[config.mk]
export PLATFORM = sky130hd
export DESIGN_NAME = rca_seq_ctrl_flat
export DESIGN_NICKNAME = d
export VERILOG_FILES = /design/src/rtl/rca_seq_ctrl_if.sv /design/src/rtl/rca_seq_ctrl.sv /design/src/flat_wrapper.sv
export SDC_FILE = /design/constraint.sdc
export NUM_CORES = 1
export LEC_CHECK = 0
export ABC_AREA = 1
export CELL_PAD_IN_SITES_DETAIL_PLACEMENT = 1
export CELL_PAD_IN_SITES_GLOBAL_PLACEMENT = 2
export CORE_ASPECT_RATIO = 0.6
export CORE_MARGIN = 4
export CORE_UTILIZATION = 29
export DETAILED_ROUTE_END_ITERATION = 10
export PLACE_DENSITY_LB_ADDON = 0.1
export SYNTH_ARGS = -nofsm -noshare
export SYNTH_HDL_FRONTEND = slang
export SYNTH_SLANG_ARGS = --single-unit
[constraint.sdc]
create_clock -name clk -period 4.2 [get_ports clk]
set_clock_uncertainty 0.1 [all_clocks]
set_input_delay 1.26 -clock clk [delete_from_list [all_inputs] [get_ports clk]]
set_output_delay 1.26 -clock clk [all_outputs]
set_load 0.005 [all_outputs]
[src/rtl/rca_seq_ctrl_if.sv]
// rca_seq_ctrl_if: request/response handshake bundle for rca_seq_ctrl.
//   master : requester side (drives operands and out_ready)
//   slave  : controller side (drives in_ready and the result)
// Signals: in_valid/in_ready/in_a/in_b/in_cin (operand handshake),
//          out_valid/out_ready/out_sum/out_cout (result handshake).
// Optional macro RCA_SEQ_OVF_EN adds out_ovf (signed overflow flag).
interface rca_seq_ctrl_if #(
  parameter int N     = 4,
  parameter int WORDS = 4
);
  logic               in_valid;
  logic               in_ready;
  logic [N*WORDS-1:0] in_a;
  logic [N*WORDS-1:0] in_b;
  logic               in_cin;
  logic               out_valid;
  logic               out_ready;
  logic [N*WORDS-1:0] out_sum;
  logic               out_cout;
`ifdef RCA_SEQ_OVF_EN
  logic               out_ovf;

  modport master (
    output in_valid, in_a, in_b, in_cin, out_ready,
    input  in_ready, out_valid, out_sum, out_cout, out_ovf
  );
  modport slave (
    input  in_valid, in_a, in_b, in_cin, out_ready,
    output in_ready, out_valid, out_sum, out_cout, out_ovf
  );
`else
  modport master (
    output in_valid, in_a, in_b, in_cin, out_ready,
    input  in_ready, out_valid, out_sum, out_cout
  );
  modport slave (
    input  in_valid, in_a, in_b, in_cin, out_ready,
    output in_ready, out_valid, out_sum, out_cout
  );
`endif
endinterface

[src/rtl/rca_seq_ctrl.sv]
// rca_seq_ctrl: word-serial wide adder sequencer. Computes an N*WORDS-bit
// sum by driving one external N-bit ripple-carry slice a word per cycle,
// least significant word first, keeping the inter-word carry in a flop.
// Ports:
//   clk, rst_n        clock, asynchronous active-low reset
//   io (slave)        operand handshake in, result handshake out
//   busy              high while an operation is running or awaiting pickup
//   add_a/add_b/add_cin  slice operands/carry to the external adder
//   add_sum/add_cout     combinational slice result from the external adder
// Optional macro RCA_SEQ_OVF_EN: adds io.out_ovf, the two's-complement
// overflow of the W-bit add, held alongside out_sum.
module rca_seq_ctrl #(
  parameter int N     = 4,
  parameter int WORDS = 4
) (
  input  logic              clk,
  input  logic              rst_n,
  rca_seq_ctrl_if.slave     io,
  output logic              busy,
  output logic [N-1:0]      add_a,
  output logic [N-1:0]      add_b,
  output logic              add_cin,
  input  logic [N-1:0]      add_sum,
  input  logic              add_cout
);
  localparam int W     = N * WORDS;
  localparam int IDX_W = (WORDS > 1) ? $clog2(WORDS) : 1;

  typedef enum logic [1:0] {IDLE, RUN, DONE} state_e;

  state_e             state_q, state_d;
  logic [W-1:0]       a_q, a_d;
  logic [W-1:0]       b_q, b_d;
  logic [W-1:0]       sum_q, sum_d;
  logic               carry_q, carry_d;
  logic               cout_q, cout_d;
  logic [IDX_W-1:0]   idx_q, idx_d;
  logic               last_word;
`ifdef RCA_SEQ_OVF_EN
  logic               ovf_q, ovf_d;
  logic               carry_into_msb;
`endif

  assign last_word = (idx_q == IDX_W'(WORDS - 1));

  always_comb begin
    state_d = state_q;
    a_d     = a_q;
    b_d     = b_q;
    sum_d   = sum_q;
    carry_d = carry_q;
    cout_d  = cout_q;
    idx_d   = idx_q;
`ifdef RCA_SEQ_OVF_EN
    ovf_d          = ovf_q;
    // Carry into bit W-1 recovered from the top slice's sum bit.
    carry_into_msb = a_q[W-1] ^ b_q[W-1] ^ add_sum[N-1];
`endif
    case (state_q)
      IDLE: begin
        if (io.in_valid) begin
          a_d     = io.in_a;
          b_d     = io.in_b;
          carry_d = io.in_cin;
          idx_d   = '0;
          state_d = RUN;
        end
      end
      RUN: begin
        sum_d[idx_q*N +: N] = add_sum;
        carry_d             = add_cout;
        if (last_word) begin
          cout_d  = add_cout;
`ifdef RCA_SEQ_OVF_EN
          ovf_d   = carry_into_msb ^ add_cout;
`endif
          state_d = DONE;
        end else begin
          idx_d = idx_q + IDX_W'(1);
        end
      end
      DONE: begin
        if (io.out_ready) state_d = IDLE;
      end
      default: state_d = IDLE;
    endcase
  end

  always_ff @(posedge clk or negedge rst_n) begin
    if (!rst_n) begin
      state_q <= IDLE;
      a_q     <= '0;
      b_q     <= '0;
      sum_q   <= '0;
      carry_q <= 1'b0;
      cout_q  <= 1'b0;
      idx_q   <= '0;
`ifdef RCA_SEQ_OVF_EN
      ovf_q   <= 1'b0;
`endif
    end else begin
      state_q <= state_d;
      a_q     <= a_d;
      b_q     <= b_d;
      sum_q   <= sum_d;
      carry_q <= carry_d;
      cout_q  <= cout_d;
      idx_q   <= idx_d;
`ifdef RCA_SEQ_OVF_EN
      ovf_q   <= ovf_d;
`endif
    end
  end

  // Handshake outputs decode only the state flop: no input-to-output path.
  assign io.in_ready  = (state_q == IDLE);
  assign io.out_valid = (state_q == DONE);
  assign busy         = (state_q != IDLE);
  assign io.out_sum   = sum_q;
  assign io.out_cout  = cout_q;
`ifdef RCA_SEQ_OVF_EN
  assign io.out_ovf   = ovf_q;
`endif

  assign add_a   = (state_q == RUN) ? a_q[idx_q*N +: N] : '0;
  assign add_b   = (state_q == RUN) ? b_q[idx_q*N +: N] : '0;
  assign add_cin = (state_q == RUN) ? carry_q : 1'b0;
endmodule

[src/flat_wrapper.sv]
// flat-port wrapper written by rule: the top's interface ports become plain ports
module rca_seq_ctrl_flat 
#(
  parameter int N     = 4,
  parameter int WORDS = 4
)
  (clk, rst_n, busy, add_a, add_b, add_cin, add_sum, add_cout, io_in_valid, io_in_a, io_in_b, io_in_cin, io_out_ready, io_in_ready, io_out_valid, io_out_sum, io_out_cout);
  rca_seq_ctrl_if #(.N(N), .WORDS(WORDS)) io_i ();
  input  logic clk;
  input  logic rst_n;
  output logic busy;
  output logic [N-1:0] add_a;
  output logic [N-1:0] add_b;
  output logic add_cin;
  input  logic [N-1:0] add_sum;
  input  logic add_cout;
  input wire logic [$bits(io_i.in_valid)-1:0] io_in_valid;
  input wire logic [$bits(io_i.in_a)-1:0] io_in_a;
  input wire logic [$bits(io_i.in_b)-1:0] io_in_b;
  input wire logic [$bits(io_i.in_cin)-1:0] io_in_cin;
  input wire logic [$bits(io_i.out_ready)-1:0] io_out_ready;
  output wire logic [$bits(io_i.in_ready)-1:0] io_in_ready;
  output wire logic [$bits(io_i.out_valid)-1:0] io_out_valid;
  output wire logic [$bits(io_i.out_sum)-1:0] io_out_sum;
  output wire logic [$bits(io_i.out_cout)-1:0] io_out_cout;
  assign io_i.in_valid = io_in_valid;
  assign io_i.in_a = io_in_a;
  assign io_i.in_b = io_in_b;
  assign io_i.in_cin = io_in_cin;
  assign io_i.out_ready = io_out_ready;
  assign io_in_ready = io_i.in_ready;
  assign io_out_valid = io_i.out_valid;
  assign io_out_sum = io_i.out_sum;
  assign io_out_cout = io_i.out_cout;
  rca_seq_ctrl #(.N(N), .WORDS(WORDS)) u_core (.clk(clk), .rst_n(rst_n), .io(io_i), .busy(busy), .add_a(add_a), .add_b(add_b), .add_cin(add_cin), .add_sum(add_sum), .add_cout(add_cout));
endmodule
==> summary.txt <==
Clocking
  • CTS tree: done
  • Post-CTS setup buffers: 0
  • CTS buffer count: 5
  • Clock transition at the registers of the reported paths: 0.07 ns
  • H-tree depth: 2
  • Deepest clock path buffer count: 2
  • Root Buffer Master: clkbuf_16
  • CTS resizes: 0
  • Cts hold-fix bufs: 0
  • Skew-Pair Late Insertion Delay: 0.29 ns
  • CTS Sinks: 54

Cells and area
  • ANT cells: 0
  • NumNets Final: 450
  • Design Area, Final: 3560 um2
  • Most common cell after layout, fill and taps aside: nand2_1
  • Post-layout util: 0.410
  • Area Growth Syn to Fin: 35.4%
  • Fraction of layout cells with a size suffix above 1: 0.0723
  • Most frequent cells in the layout: 99 x nand2_1, 69 x clkdlybuf4s50_1, 54 x dfrtp_1, 45 x inv_1, 40 x nor2_1
  • Fin cells: 513
  • FILL cells: 1047

Power and ir drop
  • Pwr Total: 2.55 mW
  • Lkg Pwr: 1.79 nW
  • VDD IR max: 0.250 mV
  • Power density cells: 716 nW/um2

Synthesis
  • Seq cells post-synth: 54
  • Complex-gate fraction of the synthesized area: 0.0970
  • Post-synthesis sequential area ratio: 0.514
  • Post-synthesis adder-cell area fraction: 0.0285
  • Post-synthesis instance total: 333
  • Synth unique cells: 19
  • Syn nets: 381
  • Post-synthesis xor/xnor area fraction: 0
  • Post-synthesis mux area share: 0
  • Yosys warns: 0
  • Post-synthesis average cell area: 7.90 um2
  • Synthesized cell area: 2630 um2
  • Main combinational cell family by area after synthesis: simple AND/OR/NAND/NOR gates
  • Simple-Gate Fraction of Synth Area: 0.261

Placement
  • Placed instance count: 507
  • Detail Placement HPWL: 5700 um
  • PortBufs: 70
  • Placed cell areas: 3420 um2
  • Routability cong.: 0.763

GRT
  • Initial antenna violation count: 0
  • First-pass GRT wire length: 12700 um
  • Vias in the first global route: 2385
  • Global route overflow: 0
  • GRT Resource Usage Total: 0.155
  • Pin count of the biggest net entering global routing: 36

Setup path
  • Startpoint type of the worst setup path: flop
  • CP top delay family: buffers and inverters
  • CP Capture Type: output pin
  • Crit path max-delay cell type: clkdlybuf4s50_1
  • Critical path's largest stage delay: 0.53 ns
  • Critical Path AT: 2.04 ns
  • Worst path required time: 2.84 ns
  • Type of the worst setup path: reg2out
  • CP Buf/Inv Count: 1
  • Critical-path cell list: nand2_1, a21oi_1, clkdlybuf4s50_1
  • CP max FO: 13

Hold path
  • Worst Hold Class: reg2reg

Timing
  • Sum of negative setup slack: 0 ns
  • Max-slew violations: 0
  • Max Freq: 294 MHz
  • RSZ-0062 raised after global routing: no
  • Fin crit share: 0.809
  • Worst-Margin Slew: 0.854 ns
  • Slew margin rel.: 0.430
  • # setup viols final: 0
  • Min Tclk post-route: 3.40 ns
  • Fin. Hold Viols: 0

Route
  • # DRC: 0
  • Drt first pass iters: 4
  • Total Wirelength: 7730 um
  • Drt wl/cell: 15.1 um
  • Vias post-DR: 2309
  • Vias/cell: 4.50
  • DR iter-0 viols: 67
  • Antenna-violating nets left: 0

Floorplanning
  • Die Span Y: 81.8 um
  • Core Rows: 26
  • Core Region: 8690 um2
  • Die Footprint: 10700 um2
  • # IOs: 71
  • Chip width: 131 um
  • Starting density of the core: 0.303

Flow run
  • MaxCap Viol Count: 0

Outcome
  • Status: completed
final timing paths:
kind	cells after the start	from	endpoint	slack [ns]
setup / recovery	3	u_core.state_q[0]$_DFFE_PN0P_	add_a[1]	0.80
hold / removal	2	u_core.io.out_sum[9]$_DFFE_PN0P_	u_core.io.out_sum[9]$_DFFE_PN0P_	0.38
setup reg to reg	7	u_core.idx_q[0]$_DFFE_PN0P_	u_core.io.out_sum[2]$_DFFE_PN0P_	2.11
hold reg to reg	2	u_core.io.out_sum[9]$_DFFE_PN0P_	u_core.io.out_sum[9]$_DFFE_PN0P_	0.38
max in group asynchronous	2	rst_n	u_core.io.out_sum[2]$_DFFE_PN0P_	2.22
min in group asynchronous	1	rst_n	u_core.io.out_sum[4]$_DFFE_PN0P_	0.97
stage by stage:
| stage | hold slack [ns] | setup slack, ns |
|---|---|---|
| after global routing | 0.410 | 0.621 |
| after detailed placement | 0.364 | 1.08 |
| final | 0.377 | 0.803 |
| after CTS | 0.383 | 0.734 |
| after global placement | 0.363 | 1.14 |
| after floorplan | 0.372 | 1.76 |
tightest hold or removal path: cells and delay by family, from the launching register on:
family | cells | cell delay [ns]
flip-flops | 1 | 0.34
AND/OR/NAND/NOR | 2 | 0.10
cell usage after synthesis, drive strengths merged:
master  number  area, um2
buf         14       87.6
nand4        2       12.5
o21ai        2       10.0
nor2        44        180
clkinv       1       3.75
nand3       23        115
o31ai        1       7.51
nand2      100        378
inv         46        173
a21oi       40        238
ha           6       75.1
dfrtp       54       1350
power by group:
group	internal, mW	switching (mW)	total (mW)	leakage (nW)
Clock	0.231	0.179	0.410	0.0688
Sequential	0.749	0.0930	0.842	0.641
Combinational	0.564	0.735	1.30	1.08
per-layer routing:
metal / up-vias / part of all wire / global-route usage
li1: 1151 / - / -
met1: 1094 / 0.55 / 0.248
met2: 57 / 0.37 / 0.199
met3: 7 / 0.071 / 0.0429
met4: 0 / 0.010 / 0.0400
met5: - / 0 / 0
cell families (layout without fill, tap and decap cells):
logic type,Yosys count,in the layout
adder cells (fa/ha/maj),6,6
flip-flops,54,54
AO/OA/AOI/OAI,43,43
AND/OR/NAND/NOR,169,169
buffers and inverters,61,129
layout make-up:
type / instances / area, um2 / share of cell area
sequential: 54 / 1350 / 0.379
multi-input combinational: 218 / 1020 / 0.285
timing repair buffer: 76 / 741 / 0.208
inverter: 47 / 176 / 0.0495
tap: 112 / 140 / 0.0393
clock buffer: 6 / 139 / 0.0390
state kept, by name, summed over array words and instances, names as in the netlist:
register / cells
u_core.a_q: 16
u_core.io.out_cout: 1
u_core.idx_q: 2
u_core.state_q: 2
u_core.io.out_sum: 16
u_core.carry_q: 1
u_core.b_q: 16
(Power assumes the default switching activity.)
